File: src/rtl/hazard_ctrl_pkg.sv
// Shared pipeline definitions for the hazard controller slice.
// Contents:
//   REG_ADDR_W  - architectural register address width (x0..x31)
//   hz_state_t  - hazard FSM state (RUN, STALL)
package riscv_pipe_pkg;

  localparam int unsigned REG_ADDR_W = 5;

  typedef enum logic [0:0] {
    RUN   = 1'b0,
    STALL = 1'b1
  } hz_state_t;

endpackage

File: src/rtl/hazard_ctrl_if.sv
// Pipeline <-> hazard controller signal bundle.
// master: pipeline side; drives ID/EX operand info and branch resolve,
//         receives the PC/IF-ID enables, bubble and flush controls.
// slave : hazard controller side (reverse directions).
interface hazard_ctrl_if;
  import riscv_pipe_pkg::*;

  logic [REG_ADDR_W-1:0] idRs1;
  logic [REG_ADDR_W-1:0] idRs2;
  logic                  idUseRs1;
  logic                  idUseRs2;
  logic [REG_ADDR_W-1:0] exWrReg;
  logic                  exMemRead;
  logic                  exRegWrite;
  logic                  memBranchTaken;

  logic                  pcWrite;
  logic                  ifidWrite;
  logic                  idexBubble;
  logic                  ifidFlush;
  logic                  idexFlush;
  logic                  exmemFlush;

  modport master (
    output idRs1, idRs2, idUseRs1, idUseRs2,
    output exWrReg, exMemRead, exRegWrite, memBranchTaken,
    input  pcWrite, ifidWrite, idexBubble, ifidFlush, idexFlush, exmemFlush
  );

  modport slave (
    input  idRs1, idRs2, idUseRs1, idUseRs2,
    input  exWrReg, exMemRead, exRegWrite, memBranchTaken,
    output pcWrite, ifidWrite, idexBubble, ifidFlush, idexFlush, exmemFlush
  );

endinterface

File: src/rtl/hazard_ctrl_perf_cnt.sv
// hazard_perf_cnt: saturating event counter.
// Ports:
//   clk  - clock
//   rst  - asynchronous active-high clear
//   inc  - count this cycle
//   cnt  - current count, sticks at all-ones
module hazard_perf_cnt #(
  parameter int unsigned CNT_W = 32
) (
  input  logic             clk,
  input  logic             rst,
  input  logic             inc,
  output logic [CNT_W-1:0] cnt
);

  always_ff @(posedge clk or posedge rst) begin
    if (rst) begin
      cnt <= '0;
    end else if (inc && (cnt != '1)) begin
      cnt <= cnt + 1'b1;
    end
  end

endmodule

File: src/rtl/hazard_ctrl.sv
// hazard_ctrl: load-use stall and branch flush control for a 5-stage pipe.
// Parameters:
//   LOAD_BUBBLES - bubbles per load-use hazard (1..3)
//   CNT_W        - performance counter width
// Ports:
//   clk, rst     - clock, asynchronous active-high reset
//   hz (slave)   - ID/EX operand info, branch resolve, stall/flush controls
//   stallCnt     - bubble-cycle count     (only with HAZARD_PERF_EN)
//   flushCnt     - flush-cycle count      (only with HAZARD_PERF_EN)
// Build option: define HAZARD_PERF_EN to add the saturating counters.
module hazard_ctrl
  import riscv_pipe_pkg::*;
#(
  parameter int unsigned LOAD_BUBBLES = 1,
  parameter int unsigned CNT_W        = 32
) (
  input  logic             clk,
  input  logic             rst,
  hazard_ctrl_if.slave     hz
`ifdef HAZARD_PERF_EN
  ,
  output logic [CNT_W-1:0] stallCnt,
  output logic [CNT_W-1:0] flushCnt
`endif
);

  if (LOAD_BUBBLES < 1 || LOAD_BUBBLES > 3) begin : g_bad_bubbles
    $error("hazard_ctrl: LOAD_BUBBLES must be 1..3");
  end

  localparam logic [1:0] BUB_INIT = 2'(LOAD_BUBBLES - 1);

  hz_state_t  state, state_n;
  logic [1:0] bubLeft, bubLeft_n;
  logic       hazard;
  logic       rs1_hit, rs2_hit;

  // x0 never carries a value produced by the load, so it is never a hazard.
  assign rs1_hit = hz.idUseRs1 && (hz.exWrReg == hz.idRs1);
  assign rs2_hit = hz.idUseRs2 && (hz.exWrReg == hz.idRs2);
  assign hazard  = hz.exMemRead && hz.exRegWrite && (hz.exWrReg != '0) &&
                   (rs1_hit || rs2_hit);

  // Outputs: reset forces the idle values; a taken branch overrides any stall.
  always_comb begin
    hz.pcWrite    = 1'b1;
    hz.ifidWrite  = 1'b1;
    hz.idexBubble = 1'b0;
    hz.ifidFlush  = 1'b0;
    hz.idexFlush  = 1'b0;
    hz.exmemFlush = 1'b0;
    if (!rst) begin
      if (hz.memBranchTaken) begin
        hz.ifidFlush  = 1'b1;
        hz.idexFlush  = 1'b1;
        hz.exmemFlush = 1'b1;
      end else if ((state == STALL) || hazard) begin
        hz.pcWrite    = 1'b0;
        hz.ifidWrite  = 1'b0;
        hz.idexBubble = 1'b1;
      end
    end
  end

  // bubLeft counts the bubbles still owed after the current one; leaving
  // STALL on the edge it runs out gives exactly LOAD_BUBBLES bubbles total.
  always_comb begin
    state_n   = state;
    bubLeft_n = bubLeft;
    if (hz.memBranchTaken) begin
      state_n   = RUN;
      bubLeft_n = '0;
    end else if (state == STALL) begin
      if (bubLeft <= 2'd1) begin
        state_n   = RUN;
        bubLeft_n = '0;
      end else begin
        bubLeft_n = bubLeft - 2'd1;
      end
    end else if (hazard && (LOAD_BUBBLES > 1)) begin
      state_n   = STALL;
      bubLeft_n = BUB_INIT;
    end
  end

  always_ff @(posedge clk or posedge rst) begin
    if (rst) begin
      state   <= RUN;
      bubLeft <= '0;
    end else begin
      state   <= state_n;
      bubLeft <= bubLeft_n;
    end
  end

`ifdef HAZARD_PERF_EN
  hazard_perf_cnt #(.CNT_W(CNT_W)) u_stall_cnt (
    .clk (clk),
    .rst (rst),
    .inc (hz.idexBubble),
    .cnt (stallCnt)
  );

  hazard_perf_cnt #(.CNT_W(CNT_W)) u_flush_cnt (
    .clk (clk),
    .rst (rst),
    .inc (hz.ifidFlush),
    .cnt (flushCnt)
  );
`endif

endmodule
File: src/flat_wrapper.sv
// flat-port wrapper written by rule: the top's interface ports become plain ports
module hazard_ctrl_flat import riscv_pipe_pkg::*;
#(
  parameter int unsigned LOAD_BUBBLES = 1,
  parameter int unsigned CNT_W        = 32
)
  (clk, rst, hz_idRs1, hz_idRs2, hz_idUseRs1, hz_idUseRs2, hz_exWrReg, hz_exMemRead, hz_exRegWrite, hz_memBranchTaken, hz_pcWrite, hz_ifidWrite, hz_idexBubble, hz_ifidFlush, hz_idexFlush, hz_exmemFlush);
  hazard_ctrl_if hz_i ();
  input  logic clk;
  input  logic rst;
  input wire logic [$bits(hz_i.idRs1)-1:0] hz_idRs1;
  input wire logic [$bits(hz_i.idRs2)-1:0] hz_idRs2;
  input wire logic [$bits(hz_i.idUseRs1)-1:0] hz_idUseRs1;
  input wire logic [$bits(hz_i.idUseRs2)-1:0] hz_idUseRs2;
  input wire logic [$bits(hz_i.exWrReg)-1:0] hz_exWrReg;
  input wire logic [$bits(hz_i.exMemRead)-1:0] hz_exMemRead;
  input wire logic [$bits(hz_i.exRegWrite)-1:0] hz_exRegWrite;
  input wire logic [$bits(hz_i.memBranchTaken)-1:0] hz_memBranchTaken;
  output wire logic [$bits(hz_i.pcWrite)-1:0] hz_pcWrite;
  output wire logic [$bits(hz_i.ifidWrite)-1:0] hz_ifidWrite;
  output wire logic [$bits(hz_i.idexBubble)-1:0] hz_idexBubble;
  output wire logic [$bits(hz_i.ifidFlush)-1:0] hz_ifidFlush;
  output wire logic [$bits(hz_i.idexFlush)-1:0] hz_idexFlush;
  output wire logic [$bits(hz_i.exmemFlush)-1:0] hz_exmemFlush;
  assign hz_i.idRs1 = hz_idRs1;
  assign hz_i.idRs2 = hz_idRs2;
  assign hz_i.idUseRs1 = hz_idUseRs1;
  assign hz_i.idUseRs2 = hz_idUseRs2;
  assign hz_i.exWrReg = hz_exWrReg;
  assign hz_i.exMemRead = hz_exMemRead;
  assign hz_i.exRegWrite = hz_exRegWrite;
  assign hz_i.memBranchTaken = hz_memBranchTaken;
  assign hz_pcWrite = hz_i.pcWrite;
  assign hz_ifidWrite = hz_i.ifidWrite;
  assign hz_idexBubble = hz_i.idexBubble;
  assign hz_ifidFlush = hz_i.ifidFlush;
  assign hz_idexFlush = hz_i.idexFlush;
  assign hz_exmemFlush = hz_i.exmemFlush;
  hazard_ctrl #(.LOAD_BUBBLES(LOAD_BUBBLES), .CNT_W(CNT_W)) u_core (.clk(clk), .rst(rst), .hz(hz_i));
endmodule
File: config.mk
export PLATFORM = sky130hd
export DESIGN_NAME = hazard_ctrl_flat
export DESIGN_NICKNAME = d
export VERILOG_FILES = /design/src/rtl/hazard_ctrl_pkg.sv /design/src/rtl/hazard_ctrl_if.sv /design/src/rtl/hazard_ctrl_perf_cnt.sv /design/src/rtl/hazard_ctrl.sv /design/src/flat_wrapper.sv
export SDC_FILE = /design/constraint.sdc
export NUM_CORES = 1
export LEC_CHECK = 0
export ABC_CLOCK_PERIOD_IN_PS = 1410
export CORE_AREA = 3 3 40 42
export CTS_BUF_LIST = sky130_fd_sc_hd__clkbuf_8 sky130_fd_sc_hd__clkbuf_16
export CTS_CLUSTER_SIZE = 12
export DETAILED_ROUTE_END_ITERATION = 10
export DIE_AREA = 0 0 43 45
export GPL_TIMING_DRIVEN = 0
export PLACE_DENSITY = 0.71
export SLEW_MARGIN = 20
export SYNTH_ARGS = -nofsm -noshare
export SYNTH_HDL_FRONTEND = slang
export SYNTH_SLANG_ARGS = --single-unit
File: constraint.sdc
create_clock -name clk -period 1.41 [get_ports clk]
set_clock_uncertainty 0.2 [all_clocks]
set_input_delay 0.282 -clock clk [delete_from_list [all_inputs] [get_ports clk]]
set_output_delay 0.282 -clock clk [all_outputs]
set_load 0.02 [all_outputs]
# Word level (Yosys, flattened, before mapping)
# Cells that the tools add are included.
# Widths: inputs -> output; s select.
# word_totals
regBits	3
inputBits	22
elab_cells	29
# op_classes
add_sub_neg	1
magnitude_cmp	1
eq_ne	2
muxes	14
reduce_logical	9
# op_table
cell	count
$mux 1	11
$eq 5x5->1	2
$mux 2	3
$logic_and 1x1->1	5
$reduce_bool 5->1	1
$le 2x1->1 const B	1
$logic_or 1x1->1	2
$reduce_bool 2->1	1
$sub 2x1->2 const B	1

# Logic depth before layout (Yosys ltp)
# depth
depth_word	8
ltp_mapped	5

# Least setup slack after synthesis
# No wires, ideal clock.
# synth_path
path_type	in2out
start	input port hz_idRs1[4]
end	output port hz_pcWrite
arrival_time_ns	1.271
required_time_ns	0.928
setup_slack_ns	-0.343
path_stages	5
path_cell_list	xnor2_1 nand4_1 o22ai_1 a32oi_1 buf_4
# synth_via
elab_chain_cells	8
# synth_lines
item	line	source
start, declared	flat_wrapper.sv:11	input wire logic [$bits(hz_i.idRs1)-1:0] hz_idRs1;
$eq 5x5->1	hazard_ctrl.sv:39	assign rs1_hit = hz.idUseRs1 && (hz.exWrReg == hz.idRs1);
$logic_and 1x1->1	hazard_ctrl.sv:39	
$logic_or 1x1->1	hazard_ctrl.sv:42	(rs1_hit || rs2_hit);
$logic_and 1x1->1	hazard_ctrl.sv:41	assign hazard = hz.exMemRead && hz.exRegWrite && (hz.exWrReg != '0) &&
$logic_or 1x1->1	hazard_ctrl.sv:57	end else if ((state == STALL) || hazard) begin
$mux 1 (3 in a row)	-	
end, declared	flat_wrapper.sv:19	output wire logic [$bits(hz_i.pcWrite)-1:0] hz_pcWrite;
# No other way between the ends.

# Worst setup path after layout
# layout_path
start	input port hz_idRs1[2]
end	output port hz_pcWrite
# layout_via
elab_chain_cells	8
# layout_lines
item	line	source
$eq 5x5->1	hazard_ctrl.sv:39	
$logic_and 1x1->1	hazard_ctrl.sv:39	
$logic_or 1x1->1	hazard_ctrl.sv:42	
$logic_and 1x1->1	hazard_ctrl.sv:41	
$logic_or 1x1->1	hazard_ctrl.sv:57	
$mux 1	hazard_ctrl.sv:57	
$mux 1	hazard_ctrl.sv:53	if (hz.memBranchTaken) begin
$mux 1	hazard_ctrl.sv:52	if (!rst) begin
# No other way between the ends.

==> results.cfg <==
[floorplan]
die_area_sq_um = 1935
die_x_um = 43
rows = 13
fp.dieH_um = 45
io_pins = 28
initial_core_util_pct = 23.37
core_region_area_sq_um = 1285

[clocking]
clock_tree.root_cell = clkbuf_8
clock_sinks = 3
cts_tree = yes
clk_path_buf_depth = 2
htree_levels = 1
clk_latency_ps = 220
numCtsBuffers = 3
clk_pin_slew_ps = 30

[sta]
worstMarginPinSlew_ps = 200.7
setup_viol = 3
fin_setup_tns_ps = -851.1
slew_violations = 0
max_freq_mhz = 579.4
grt_setup_unrepaired = true
setup_ws_ps = -316.1
max_slew_margin_pct = 86.62
finalCriticalPeriod_ps = 1726
hold_violations = 0
post-route-period-util_pct = 122.4
hold_slack_ps = 120.6

[finish]
regArea_sq_um = 75.07
area_growth_pct = 134.2
stdcell_area_sq_um = 703.2
multiInputGateArea_sq_um = 290.3
fin_util_pct = 54.72
final_common_cell = buf_6
nets = 92
antenna-diode-count = 0
nFillCells = 131
drive_above_1_share_pct = 60.87
layout_common_cells = buf_6, buf_2, xnor2_2, buf_4

[drt]
drt_pre_antenna_iters = 1
drc = 0
vias = 374
final_antenna_net_count = 0
wl_um = 1001
drtIter0Drc = 0
wl_per_cell_um = 11.92
via_per_inst = 4.452

[logic_synthesis]
synth_seq_cells = 3
syn_area_sq_um = 300.3
synthCells = 36
synth_warnings = 0
synth_area_per_cell_sq_um = 8.341
ys_types = 16
synth.net_count = 58
synth-seq-area-share_pct = 25.00

[global_routing]
busiest_layer = met2
grt_util_met1_pct = 10.24
grt_pass1_wl_um = 1669
grt_util_met2_pct = 23.65
antenna_found_initial = 0
use_met3_pct = 3.187
grt_pass1_vias = 427
grt_use_total_pct = 12.04
grt_start_max_net_pins = 6
grt-ovfl-total = 0

[power]
peakVddDrop_mv = 0.4625
p_leak_nw = 0.3434
powerDensity_nw_per_um2 = 677.1

[worst_setup_path]
reg2reg_depth = 3
cp.arrival_ps = 1240
crit_path_end = hz_pcWrite
reg2reg_from = u_core.state$_DFF_PP0_
worstPathRequired_ps = 930
worstSetupStartpoint = hz_idRs1[2]
r2r_slack_ps = 310
regToRegEndpoint = u_core.bubLeft[0]$_DFFE_PP0P_
path_max_fanout = 2
worstSetupPathType = in -> out
cp-start-kind = input port
crit_path_end_kind = primary output

[run]
maxCapViolCount = 0

[status]
violations = setup timing
status = finished, violations left

[place]
gp_congestion = 0.6498
placed_area_sq_um = 629.4
io_buffer_count = 27

[worst_hold_path]
hold_class = in -> reg
[logic make-up (layout without fill, tap and decap cells)]
family                    count (synthesis)  after routing  share of synthesized area [%]
and+or+nand+nor                          15             15                          27.08
DFF                                       3              3                          25.00
xor gates and xnor gates                 10             10                          29.17
AOI/OAI and AO/OA                         4              4                          10.00
buffers and inverters                     4             37                          8.748
[final cells by class]
type                       instances  area share [%]
multi-input combinational         29           41.28
timing repair buffer              29           34.70
sequential                         3           10.68
clock buffer                       3           5.872
buffer                             3           3.737
tap                               15           2.669
clock inverter                     1          0.5338
inverter                           1          0.5338
[critical path, stage by stage]
cell and delay, ps:
buf_6 100, xnor2_2 140, nand4_1 120, o22ai_2 210, a32oi_4 140, buf_6 130, buf_6 120
[power by group]
part / leakage (nW) / internal (W) / switching, W / total (W)
Combinational: 0.275 / 0.0000889 / 0.0000557 / 0.000145
Sequential: 0.0419 / 0.0000867 / 0.0000000000000000000257 / 0.0000867
Clock: 0.0269 / 0.000186 / 0.0000593 / 0.000245
[sequential cells by signal (all words and copies together) (netlist names)]
signal	count
u_core.bubLeft	2
u_core.state	1
[Yosys cell counts, drive strengths merged]
| library cell | instances | area share [%] |
|---|---|---|
| nor3 | 1 | 1.7 |
| a21oi | 1 | 1.7 |
| a32oi | 1 | 2.9 |
| o22ai | 1 | 2.1 |
| and3 | 1 | 2.1 |
| nor2 | 3 | 3.7 |
| a32o | 1 | 3.3 |
| nor2b | 3 | 6.3 |
| dfrtp | 3 | 25 |
| nand2 | 3 | 3.7 |
| inv | 1 | 1.2 |
| buf | 3 | 7.5 |
| nor3b | 1 | 2.5 |
| nand4 | 2 | 4.2 |
| and3b | 1 | 2.9 |
| xnor2 | 10 | 29 |
[metrics by stage]
step	power, W	instances	setup WS (ps)
6_report	0.0004761	84	-316.1
2_1_floorplan	0.0001411	36	-141.0
5_1_grt	0.0004959	84	-399.4
4_1_cts	0.0004821	84	-320.2
3_5_place_dp	0.0002238	78	-1218
3_3_place_gp	0.0002224	78	-1209
[worst min-delay path by stage]
stage,from,end,slack [ps],cells past startpoint
2_1_floorplan,rst,u_core.bubLeft[0]$_DFFE_PP0P_,-160,1
3_3_place_gp,u_core.bubLeft[1]$_DFFE_PP0P_,u_core.bubLeft[0]$_DFFE_PP0P_,320,2
3_5_place_dp,u_core.bubLeft[1]$_DFFE_PP0P_,u_core.bubLeft[0]$_DFFE_PP0P_,320,2
4_1_cts,hz_memBranchTaken,u_core.bubLeft[0]$_DFFE_PP0P_,210,2
5_1_grt,hz_memBranchTaken,u_core.bubLeft[0]$_DFFE_PP0P_,140,2
6_report,hz_memBranchTaken,u_core.bubLeft[0]$_DFFE_PP0P_,120,2
[metal layers]
layer | wire [um] | part of all wire (%)
met3 | 75 | 7.5
met4 | 27 | 2.7
met1 | 318 | 32
met5 | 0 | 0
met2 | 580 | 58
[timing repair]
item                       4_1_cts  5_1_grt
setup endpoints to repair        6        5
hold endpoints to repair         3        0
setup buffers                    1        0
hold buffers                     1        0
pin swaps                       19        0
gates resized for setup        118        1
No activity file was read; power rests on OpenSTA's default activity.
